**src/rtl/riscv_core_pkg.sv**
```systemverilog
// Shared definitions for the machine-mode trap path: CSR addresses, cause codes,
// mstatus bit positions and the trap sequencer state encoding.
package riscv_core_pkg;

  localparam logic [11:0] CSR_MSTATUS  = 12'h300;
  localparam logic [11:0] CSR_MTVEC    = 12'h305;
  localparam logic [11:0] CSR_MSCRATCH = 12'h340;
  localparam logic [11:0] CSR_MEPC     = 12'h341;
  localparam logic [11:0] CSR_MCAUSE   = 12'h342;
  localparam logic [11:0] CSR_MTVAL    = 12'h343;

  // Order of this table defines the select-vector index of each owned CSR.
  localparam int CSR_COUNT    = 6;
  localparam int SEL_MSTATUS  = 0;
  localparam int SEL_MTVEC    = 1;
  localparam int SEL_MSCRATCH = 2;
  localparam int SEL_MEPC     = 3;
  localparam int SEL_MCAUSE   = 4;
  localparam int SEL_MTVAL    = 5;
  localparam logic [11:0] CSR_ADDR_TABLE [CSR_COUNT] = '{
    CSR_MSTATUS, CSR_MTVEC, CSR_MSCRATCH, CSR_MEPC, CSR_MCAUSE, CSR_MTVAL
  };

  localparam logic [63:0] CAUSE_ECALL_M    = 64'd11;
  localparam logic [63:0] CAUSE_BREAKPOINT = 64'd3;

  localparam int MSTATUS_MIE_BIT  = 3;
  localparam int MSTATUS_MPIE_BIT = 7;
  localparam int MSTATUS_MPP_LO   = 11;
  localparam int MSTATUS_MPP_HI   = 12;

  typedef enum logic {IDLE = 1'b0, REDIR = 1'b1} trap_state_e;
  typedef enum logic [1:0] {TRAP_NONE, TRAP_ECALL, TRAP_EBREAK, TRAP_MRET} trap_kind_e;

  // Strobes should be one-hot; if not, ecall beats ebreak beats mret.
  function automatic trap_kind_e decode_trap(input logic ecall, input logic ebreak,
                                             input logic mret);
    if (ecall)       return TRAP_ECALL;
    else if (ebreak) return TRAP_EBREAK;
    else if (mret)   return TRAP_MRET;
    else             return TRAP_NONE;
  endfunction

endpackage

```
**src/rtl/riscv_core_trap_csr_regs.sv**
```systemverilog
// Storage, write masking and read mux for mstatus/mtvec/mscratch/mepc/mcause/mtval.
// Trap entry/return updates take precedence over software writes to the same CSR.
module riscv_core_trap_csr_regs
  import riscv_core_pkg::*;
#(
  parameter int              XLEN          = 64,
  parameter logic [XLEN-1:0] P_MTVEC_RESET = '0
) (
  input  logic            clk,
  input  logic            rst_n,
  input  logic            csr_we,
  input  logic [11:0]     csr_addr,
  input  logic [XLEN-1:0] csr_wdata,
  output logic [XLEN-1:0] csr_rdata,
  output logic            csr_hit,
  input  logic            trap_enter,
  input  logic            trap_is_ebreak,
  input  logic            trap_return,
  input  logic [XLEN-1:0] trap_pc,
  output logic [XLEN-1:0] mtvec,
  output logic [XLEN-1:0] mepc
);

  logic [CSR_COUNT-1:0] addr_sel;
  logic [CSR_COUNT-1:0] wr_sel;

  logic            mie_reg, mie_next;
  logic            mpie_reg, mpie_next;
  logic [XLEN-1:0] mtvec_reg, mtvec_next;
  logic [XLEN-1:0] mscratch_reg, mscratch_next;
  logic [XLEN-1:0] mepc_reg, mepc_next;
  logic [XLEN-1:0] mcause_reg, mcause_next;
  logic [XLEN-1:0] mtval_reg, mtval_next;
  logic [XLEN-1:0] mstatus_view;

  genvar gi;
  generate
    for (gi = 0; gi < CSR_COUNT; gi++) begin : g_sel
      assign addr_sel[gi] = (csr_addr == CSR_ADDR_TABLE[gi]);
      assign wr_sel[gi]   = csr_we & addr_sel[gi];
    end
  endgenerate

  assign csr_hit = |addr_sel;

  always_comb begin
    mie_next      = mie_reg;
    mpie_next     = mpie_reg;
    mtvec_next    = mtvec_reg;
    mscratch_next = mscratch_reg;
    mepc_next     = mepc_reg;
    mcause_next   = mcause_reg;
    mtval_next    = mtval_reg;

    if (wr_sel[SEL_MSTATUS]) begin
      mie_next  = csr_wdata[MSTATUS_MIE_BIT];
      mpie_next = csr_wdata[MSTATUS_MPIE_BIT];
    end
    if (wr_sel[SEL_MTVEC])    mtvec_next    = {csr_wdata[XLEN-1:2], 2'b00};
    if (wr_sel[SEL_MSCRATCH]) mscratch_next = csr_wdata;
    if (wr_sel[SEL_MEPC])     mepc_next     = {csr_wdata[XLEN-1:1], 1'b0};
    if (wr_sel[SEL_MCAUSE])   mcause_next   = csr_wdata;
    if (wr_sel[SEL_MTVAL])    mtval_next    = csr_wdata;

    if (trap_enter) begin
      mpie_next   = mie_reg;
      mie_next    = 1'b0;
      mepc_next   = {trap_pc[XLEN-1:1], 1'b0};
      mcause_next = trap_is_ebreak ? XLEN'(CAUSE_BREAKPOINT) : XLEN'(CAUSE_ECALL_M);
      mtval_next  = trap_is_ebreak ? trap_pc : '0;
    end else if (trap_return) begin
      mie_next  = mpie_reg;
      mpie_next = 1'b1;
    end
  end

  always_ff @(posedge clk or negedge rst_n) begin
    if (!rst_n) begin
      mie_reg      <= 1'b0;
      mpie_reg     <= 1'b0;
      mtvec_reg    <= P_MTVEC_RESET;
      mscratch_reg <= '0;
      mepc_reg     <= '0;
      mcause_reg   <= '0;
      mtval_reg    <= '0;
    end else begin
      mie_reg      <= mie_next;
      mpie_reg     <= mpie_next;
      mtvec_reg    <= mtvec_next;
      mscratch_reg <= mscratch_next;
      mepc_reg     <= mepc_next;
      mcause_reg   <= mcause_next;
      mtval_reg    <= mtval_next;
    end
  end

  // Only M-mode exists, so MPP is hardwired to 2'b11.
  always_comb begin
    mstatus_view                                 = '0;
    mstatus_view[MSTATUS_MPP_HI:MSTATUS_MPP_LO]  = 2'b11;
    mstatus_view[MSTATUS_MIE_BIT]                = mie_reg;
    mstatus_view[MSTATUS_MPIE_BIT]               = mpie_reg;
  end

  always_comb begin
    csr_rdata = '0;
    case (csr_addr)
      CSR_MSTATUS:  csr_rdata = mstatus_view;
      CSR_MTVEC:    csr_rdata = mtvec_reg;
      CSR_MSCRATCH: csr_rdata = mscratch_reg;
      CSR_MEPC:     csr_rdata = mepc_reg;
      CSR_MCAUSE:   csr_rdata = mcause_reg;
      CSR_MTVAL:    csr_rdata = mtval_reg;
      default:      csr_rdata = '0;
    endcase
  end

  assign mtvec = mtvec_reg;
  assign mepc  = mepc_reg;

endmodule

```
**src/rtl/riscv_core_trap_handler.sv**
```systemverilog
// Machine-mode trap sequencer: takes ecall/ebreak/mret at writeback, updates the trap
// CSRs, pulses a flush and holds a PC redirect until fetch accepts it.
module riscv_core_trap_handler
  import riscv_core_pkg::*;
#(
  parameter int              XLEN          = 64,
  parameter logic [XLEN-1:0] P_MTVEC_RESET = '0
) (
  input  logic            i_trap_clk,
  input  logic            i_trap_rst_n,
  input  logic            i_trap_valid,
  input  logic            i_trap_ecall,
  input  logic            i_trap_ebreak,
  input  logic            i_trap_mret,
  input  logic [XLEN-1:0] i_trap_pc,
  input  logic            i_trap_csr_we,
  input  logic [11:0]     i_trap_csr_addr,
  input  logic [XLEN-1:0] i_trap_csr_wdata,
  output logic [XLEN-1:0] o_trap_csr_rdata,
  output logic            o_trap_csr_hit,
  output logic            o_trap_redirect_valid,
  input  logic            i_trap_redirect_ready,
  output logic [XLEN-1:0] o_trap_redirect_target,
  output logic            o_trap_flush,
  output logic            o_trap_stall
);

  trap_state_e     state_reg, state_next;
  trap_kind_e      kind;
  logic            trap_event;
  logic            trap_enter;
  logic            trap_return;
  logic            flush_reg;
  logic [XLEN-1:0] target_reg, target_next;
  logic [XLEN-1:0] mtvec;
  logic [XLEN-1:0] mepc;

  assign kind        = i_trap_valid ? decode_trap(i_trap_ecall, i_trap_ebreak, i_trap_mret)
                                    : TRAP_NONE;
  // Retirements seen while a redirect is outstanding are deliberately dropped.
  assign trap_event  = (state_reg == IDLE) && (kind != TRAP_NONE);
  assign trap_enter  = trap_event && ((kind == TRAP_ECALL) || (kind == TRAP_EBREAK));
  assign trap_return = trap_event && (kind == TRAP_MRET);

  riscv_core_trap_csr_regs #(
    .XLEN          (XLEN),
    .P_MTVEC_RESET (P_MTVEC_RESET)
  ) u_csr_regs (
    .clk            (i_trap_clk),
    .rst_n          (i_trap_rst_n),
    .csr_we         (i_trap_csr_we),
    .csr_addr       (i_trap_csr_addr),
    .csr_wdata      (i_trap_csr_wdata),
    .csr_rdata      (o_trap_csr_rdata),
    .csr_hit        (o_trap_csr_hit),
    .trap_enter     (trap_enter),
    .trap_is_ebreak (kind == TRAP_EBREAK),
    .trap_return    (trap_return),
    .trap_pc        (i_trap_pc),
    .mtvec          (mtvec),
    .mepc           (mepc)
  );

  always_ff @(posedge i_trap_clk or negedge i_trap_rst_n) begin
    if (!i_trap_rst_n) state_reg <= IDLE;
    else               state_reg <= state_next;
  end

  always_comb begin
    state_next = state_reg;
    case (state_reg)
      IDLE:    if (trap_event) state_next = REDIR;
      REDIR:   if (i_trap_redirect_ready) state_next = IDLE;
      default: state_next = IDLE;
    endcase
  end

  always_comb begin
    o_trap_redirect_valid = 1'b0;
    o_trap_stall          = 1'b0;
    if (state_reg == REDIR) begin
      o_trap_redirect_valid = 1'b1;
      o_trap_stall          = 1'b1;
    end
  end

  // Target is built from the pre-update CSR values so a same-cycle write cannot leak in.
  always_comb begin
    target_next = target_reg;
    if (trap_enter)       target_next = mtvec & ~XLEN'(3);
    else if (trap_return) target_next = mepc & ~XLEN'(1);
  end

  always_ff @(posedge i_trap_clk or negedge i_trap_rst_n) begin
    if (!i_trap_rst_n) begin
      target_reg <= '0;
      flush_reg  <= 1'b0;
    end else begin
      target_reg <= target_next;
      flush_reg  <= trap_event;
    end
  end

  assign o_trap_redirect_target = target_reg;
  assign o_trap_flush           = flush_reg;

endmodule

```
**config.mk**
```make
export PLATFORM = sky130hd
export DESIGN_NAME = riscv_core_trap_handler
export DESIGN_NICKNAME = d
export VERILOG_FILES = /design/src/rtl/riscv_core_pkg.sv /design/src/rtl/riscv_core_trap_csr_regs.sv /design/src/rtl/riscv_core_trap_handler.sv
export SDC_FILE = /design/constraint.sdc
export NUM_CORES = 1
export LEC_CHECK = 0
export CAP_MARGIN = 20
export CELL_PAD_IN_SITES_DETAIL_PLACEMENT = 1
export CELL_PAD_IN_SITES_GLOBAL_PLACEMENT = 1
export CORE_MARGIN = 4
export CORE_UTILIZATION = 44
export DETAILED_ROUTE_END_ITERATION = 10
export PLACE_DENSITY = 0.92
export SYNTH_ARGS = -nofsm -noshare
export SYNTH_HDL_FRONTEND = slang
export SYNTH_HIERARCHICAL = 1
export SYNTH_SLANG_ARGS = --single-unit
```
**constraint.sdc**
```tcl
create_clock -name i_trap_clk -period 2.5 [get_ports i_trap_clk]
set_input_delay 0.25 -clock i_trap_clk [delete_from_list [all_inputs] [get_ports i_trap_clk]]
set_output_delay 0.25 -clock i_trap_clk [all_outputs]
set_load 0.03 [all_outputs]
```
==> results.py, run 1 <==
metrics = {
    "floorplan": {
        "rows": 76,
        "dieArea_um2": 47600,
        "start_util_pct": 44.9,
        "core_um2": 43400,
        "fp.dieH_um": 218,
        "io_pins": 280,
        "die_w_um": 218,
    },
    "layout": {
        "drive_gt1_share_pct": 32.5,
        "nets": 2245,
        "multi_input_area_um2": 9220,
        "fin_cells": 2720,
        "nFillCells": 4465,
        "finalInstanceArea_um2": 25900,
        "area_delta_synth_final_pct": 32.9,
        "regArea_um2": 9610,
    },
    "synth": {
        "synth_fp_nets": 1897,
        "ys_warn_count": 6,
        "synthCells": 1746,
        "synth.avg_cell_area_um2": 11.1,
        "syn_area_um2": 19500,
    },
    "cts": {
        "clkTransAtPathRegs_ns": 0.06,
        "cts_tree": "done",
        "root_buffer": "clkbuf_16",
        "clkLatencyLatePin_ns": 0.58,
        "cts_buffer_depth": 3,
        "numCtsBuffers": 45,
        "cts_max_level": 2,
        "cts.sinks": 384,
    },
    "timing": {
        "holdWs_ns": 0.253,
        "drv_slew": 0,
        "fmax_ghz": 0.399,
        "setup_viol": 1,
        "maxSlewHeadroom_pct": 56.7,
        "period_share_pct": 100,
        "final_hold_viol_count": 0,
        "rsz0062_at_grt": "true",
        "period_needed_ns": 2.50,
        "finalWorstSetupSlack_ns": -0.00339,
        "tns_ns": -0.00339,
        "skew_ns": 0.0210,
        "tightest_slew_ns": 0.649,
    },
    "global_route": {
        "met1_usage_pct": 38.6,
        "grtUsageTotal_pct": 32.2,
        "grt_remaining_overflow": 0,
        "grt_max_degree": 75,
        "antenna_found_initial": 8,
        "use_met3_pct": 7.97,
        "grt_busiest_layer": "met2",
        "grtUsageMet2_pct": 53.5,
        "grt_pass1_wl_mm": 119,
        "grt_pass1_vias": 19500,
    },
    "drt": {
        "drt_iter0_markers": 1480,
        "vias": 17200,
        "drtAntennaViolNets": 0,
        "wirelength_mm": 79.0,
        "dr.pass1.iters": 5,
        "viasPerCell": 6.31,
        "drc": 0,
        "wl_per_cell_um": 29.1,
    },
    "place": {
        "routabilityCongestion": 0.850,
        "dpl_cell_area_um2": 24000,
        "hpwl_mm": 49.9,
        "io_buffer_count": 278,
        "place_inst": 2618,
    },
    "critical_path": {
        "crit_arrival_ns": 2.25,
        "cp_data_required_time_ns": 2.25,
        "setup.worst_path.end_class": "primary output",
        "critPathKind": "in -> out",
        "max_stage_delay_ns": 0.59,
        "crit_top_cell": "buf_6",
        "path_delay_family": "simple AND/OR/NAND/NOR gates",
        "r2r-start": "state_reg$_DFF_PN0_",
        "critPathBufInv": 5,
        "cp_max_fo": 16,
        "startpoint": "i_trap_csr_addr[7]",
        "timing.critical_path.from_type": "input pin",
        "slowest_stage": "or4_4",
        "cp_cell_sequence": "buf_6 > or4_4 > buf_8 > nor4_4 > buf_4 > buf_12 > a221o_1 > buf_6",
    },
    "flow_run": {
        "cap_violations": 0,
    },
    "pwr": {
        "p_per_area_nw_per_um2": 767,
        "p_leak_nw": 11.7,
        "ir_worst_vdd_uv": 672,
    },
    "hold_path": {
        "hold_class": "in -> reg",
        "hold_start": "i_trap_redirect_ready",
    },
    "outcome": {
        "status": "finished, violations left",
        "violations": "setup timing",
    },
}
layout by cell type, fill, tap and decap left out, types with 15 or more instances in the layout:
master / n
a221o_1: 116
mux2_2: 294
buf_4: 176
nand2_1: 194
a21oi_1: 61
clkbuf_16: 48
nor2b_1: 67
buf_12: 51
nand3_1: 133
nand3b_1: 18
nor2_1: 61
a22oi_1: 55
clkdlybuf4s50_1: 200
nor3b_1: 63
dfrtp_1: 384
or3b_2: 48
buf_6: 15
final cells by class:
type	instances	area share (%)
diodes	5	0.0484
clock buffers	69	5.29
clock inverters	14	0.494
inverters	4	0.0581
multi-input cells	1199	35.6
flip-flops and latches	384	37.2
well taps	585	2.83
repair buffers	460	18.5
repair_timing:
item                       4_1_cts  5_1_grt
hold endpoints to repair        64        0
setup endpoints to repair       64       47
pin swaps                       11        6
gates cloned                     4        1
resized for setup               36       15
hold buffers                     1        0
buffers inserted                 6        4
path summary, 6_finish.rpt:
kind | to | slack (ns) | cells after the start
setup / recovery | o_trap_csr_rdata[13] | -0.003 | 8
hold / removal | state_reg$_DFF_PN0_ | 0.25 | 2
setup reg to reg | u_csr_regs/mepc[13]$_DFFE_PN0P_ | 0.58 | 5
hold reg to reg | o_trap_redirect_target[20]$_DFFE_PN0P_ | 0.50 | 1
max in group asynchronous | u_csr_regs/mcause_reg[56]$_DFFE_PN0P_ | 1.32 | 3
min in group asynchronous | o_trap_redirect_target[8]$_DFFE_PN0P_ | 0.26 | 2
routing by layer:
metal	part of all wire, %	vias up
met5	0.040	-
met4	5.4	6
met3	7.5	299
met2	49	899
met1	38	8873
li1	-	7087
power by group:
part | switching [mW] | leakage, nW | internal [mW]
Clock | 2.75 | 0.747 | 3.98
Sequential | 0.732 | 5.18 | 7.15
Combinational | 2.66 | 5.81 | 2.57
stage by stage:
stage | util [%] | power, mW | worst slack (ns)
floorplan | - | 10.6 | -0.0137
global placement | 55.4 | 12.7 | -0.348
detailed placement | 55.4 | 13.1 | -0.423
CTS | 59.5 | 19.9 | 0.0136
global route | 59.6 | 20.5 | -0.0107
finish | 59.6 | 19.8 | -0.00339
No activity file was read; power rests on OpenSTA's default activity.
==> run 2: changes to the inputs <==
ABC_CLOCK_PERIOD_IN_PS = 2300   (was not set)
CORE_UTILIZATION = 25   (was 44)
PLACE_DENSITY = 0.64   (was 0.92)
clock period = 2.3 ns   (was 2.5 ns; I/O delays follow)
==> run 2 against run 1 <==
Against the previous run:
- the flow still finishes with violations (setup timing)
- flip-flop and latch count unchanged
- first-iteration DRC count down 32%
- cell count up 18%
- largest power group unchanged
- critical path depth unchanged
- non-clock buffer count up 35
- critical endpoint is now o_trap_csr_rdata[17]
- sequential power up 7.5%
- global-route usage down 14 points
- clock skew down 0.010 ns
- worst hold slack worse by 0.0065 ns
- die area up 73%
==> results.py, run 2 (synthesis results as in run 1) <==
metrics = {
    "layout": {
        "area_delta_synth_final_pct": 41.8,
        "nets": 2282,
        "fin_cells": 3216,
        "final_cell_mix": "384 x dfrtp_1, 294 x mux2_2, 201 x clkdlybuf4s50_1",
        "final_common_cell": "dfrtp_1",
        "drive_gt1_share_pct": 35.6,
        "finalInstanceArea_um2": 27600,
    },
    "pwr": {
        "clockPowerShare_pct": 34.3,
        "p_leak_nw": 12.1,
        "switchingPower_mw": 6.55,
        "p_int_mw": 14.9,
        "p_seq_share_pct": 39.5,
        "p_sw_share_pct": 30.5,
        "power_mw": 21.5,
        "ir_worst_vdd_uv": 489,
        "p_per_area_nw_per_um2": 778,
        "pwr-share-comb_pct": 26.2,
    },
    "critical_path": {
        "crit_arrival_ns": 2.18,
        "reg2reg_setup_slack_ns": 0.54,
        "regToRegEndpoint": "u_csr_regs/mepc[5]$_DFFE_PN0P_",
        "critPathKind": "in -> out",
        "r2r-start": "state_reg$_DFF_PN0_",
        "timing.critical_path.from_type": "input pin",
        "cp_data_required_time_ns": 2.07,
        "startpoint": "i_trap_csr_addr[7]",
        "r2r_cells": 6,
        "setup.worst_path.end_class": "primary output",
        "cp_max_fo": 7,
    },
    "drt": {
        "vias": 16300,
        "drtAntennaViolNets": 0,
        "wl_per_cell_um": 24.1,
        "drt_iter0_markers": 1010,
        "wirelength_mm": 77.5,
        "dr.pass1.iters": 4,
        "viasPerCell": 5.05,
        "drc": 0,
    },
    "timing": {
        "rsz0062_at_grt": "true",
        "fmax_ghz": 0.414,
        "drv_slew": 0,
        "setup_viol": 55,
        "period_share_pct": 105,
        "final_hold_viol_count": 0,
        "finalWorstSetupSlack_ns": -0.113,
        "maxSlewHeadroom_pct": 59.7,
        "tightest_slew_ns": 0.605,
        "tns_ns": -3.10,
        "period_needed_ns": 2.41,
        "skew_ns": 0.0108,
    },
    "place": {
        "place_inst": 3096,
        "hpwl_mm": 50.9,
        "routabilityCongestion": 0.803,
        "io_buffer_count": 278,
        "dpl_cell_area_um2": 25100,
    },
    "cts": {
        "cts_max_level": 2,
        "cts.sinks": 384,
        "cts_buffer_depth": 3,
        "root_buffer": "clkbuf_16",
        "clkTransAtPathRegs_ns": 0.06,
        "clkLatencyLatePin_ns": 0.57,
        "numCtsBuffers": 47,
        "cts_tree": "done",
    },
    "floorplan": {
        "rows": 102,
        "io_pins": 280,
        "die_w_um": 287,
        "start_util_pct": 25.2,
        "core_um2": 77300,
        "dieArea_um2": 82300,
        "fp.dieH_um": 287,
    },
    "global_route": {
        "grt_pass1_wl_mm": 115,
        "grt_remaining_overflow": 0,
        "grt_pass1_vias": 18000,
        "grtUsageTotal_pct": 18.3,
        "grt_max_degree": 67,
        "antenna_found_initial": 11,
    },
    "flow_run": {
        "cap_violations": 0,
    },
    "outcome": {
        "status": "finished, violations left",
        "violations": "setup timing",
    },
    "hold_path": {
        "hold_class": "in -> async",
    },
}
-- run 2: changes by cell type in the layout (fill, tap and decap cells not counted), sizes merged --
cell	change
bufbuf	+1
diode	+4
dlygate4sd2	+1
clkinvlp	+4
clkdlybuf4s50	+1
clkinv	-1
dlymetal6s2s	-2
buf	+33
-- run 2: power groups by stage --
stage | Combinational [mW] | Sequential (mW) | Clock [mW]
4_1_cts | 5.68 | 8.49 | 7.61
3_5_place_dp | 5.60 | 8.60 | 0
3_3_place_gp | 5.46 | 8.55 | 0
5_1_grt | 6.00 | 8.62 | 7.93
2_1_floorplan | 2.22 | 9.32 | 0
6_report | 5.63 | 8.48 | 7.37
-- run 2: how the worst max path moves through the flow --
stage	to	slack (ns)	cells after the start
finish	o_trap_csr_rdata[17]	-0.11	8
floorplan	o_trap_csr_rdata[17]	-0.05	7
global placement	o_trap_csr_rdata[25]	-0.59	8
detailed placement	o_trap_csr_rdata[23]	-0.60	8
CTS	o_trap_csr_rdata[25]	-0.12	9
global route	o_trap_csr_rdata[40]	-0.18	9
-- run 2: worst max-delay path: stages --
cell,delay [ns]
buf_6,0.09
or4_4,0.59
buf_4,0.18
nor4_4,0.27
buf_6,0.24
buf_6,0.13
a221o_1,0.28
buf_12,0.16
-- run 2: per-stage QoR --
step / hold WS [ns] / util [%] / setup slack (ns)
4_1_cts: 0.201 / 35.4 / -0.118
2_1_floorplan: -0.0656 / - / -0.0474
5_1_grt: 0.257 / 35.7 / -0.176
3_5_place_dp: 0.247 / 32.4 / -0.597
6_report: 0.247 / 35.7 / -0.113
3_3_place_gp: 0.262 / 32.4 / -0.588
-- run 2: layout make-up --
cell class | count | area [um2]
Clock inverter | 17 | 160
Tap cell | 1040 | 1300
Clock buffer | 68 | 1360
Sequential cell | 384 | 9610
Timing Repair Buffer | 495 | 5660
Multi-Input combinational cell | 1199 | 9470
Fill cell | 8412 | 49700
Antenna cell | 9 | 22.5
Inverter | 4 | 15.0
-- run 2: what timing repair did --
item,CTS,global route
hold endpoints to repair,48,0
gates cloned,5,6
buffers inserted,13,5
gates resized for setup,143,10
endpoints found under the setup margin,65,61
hold buffers,1,0
pin swaps,25,9
-- run 2: per-layer routing --
layer | vias up | track usage, % | part of all wire (%)
li1 | 7168 | - | -
met1 | 8544 | 24.9 | 45
met2 | 423 | 29.5 | 47
met3 | 117 | 3.34 | 4.7
met4 | 4 | 5.81 | 2.8
met5 | - | 0 | 0.044
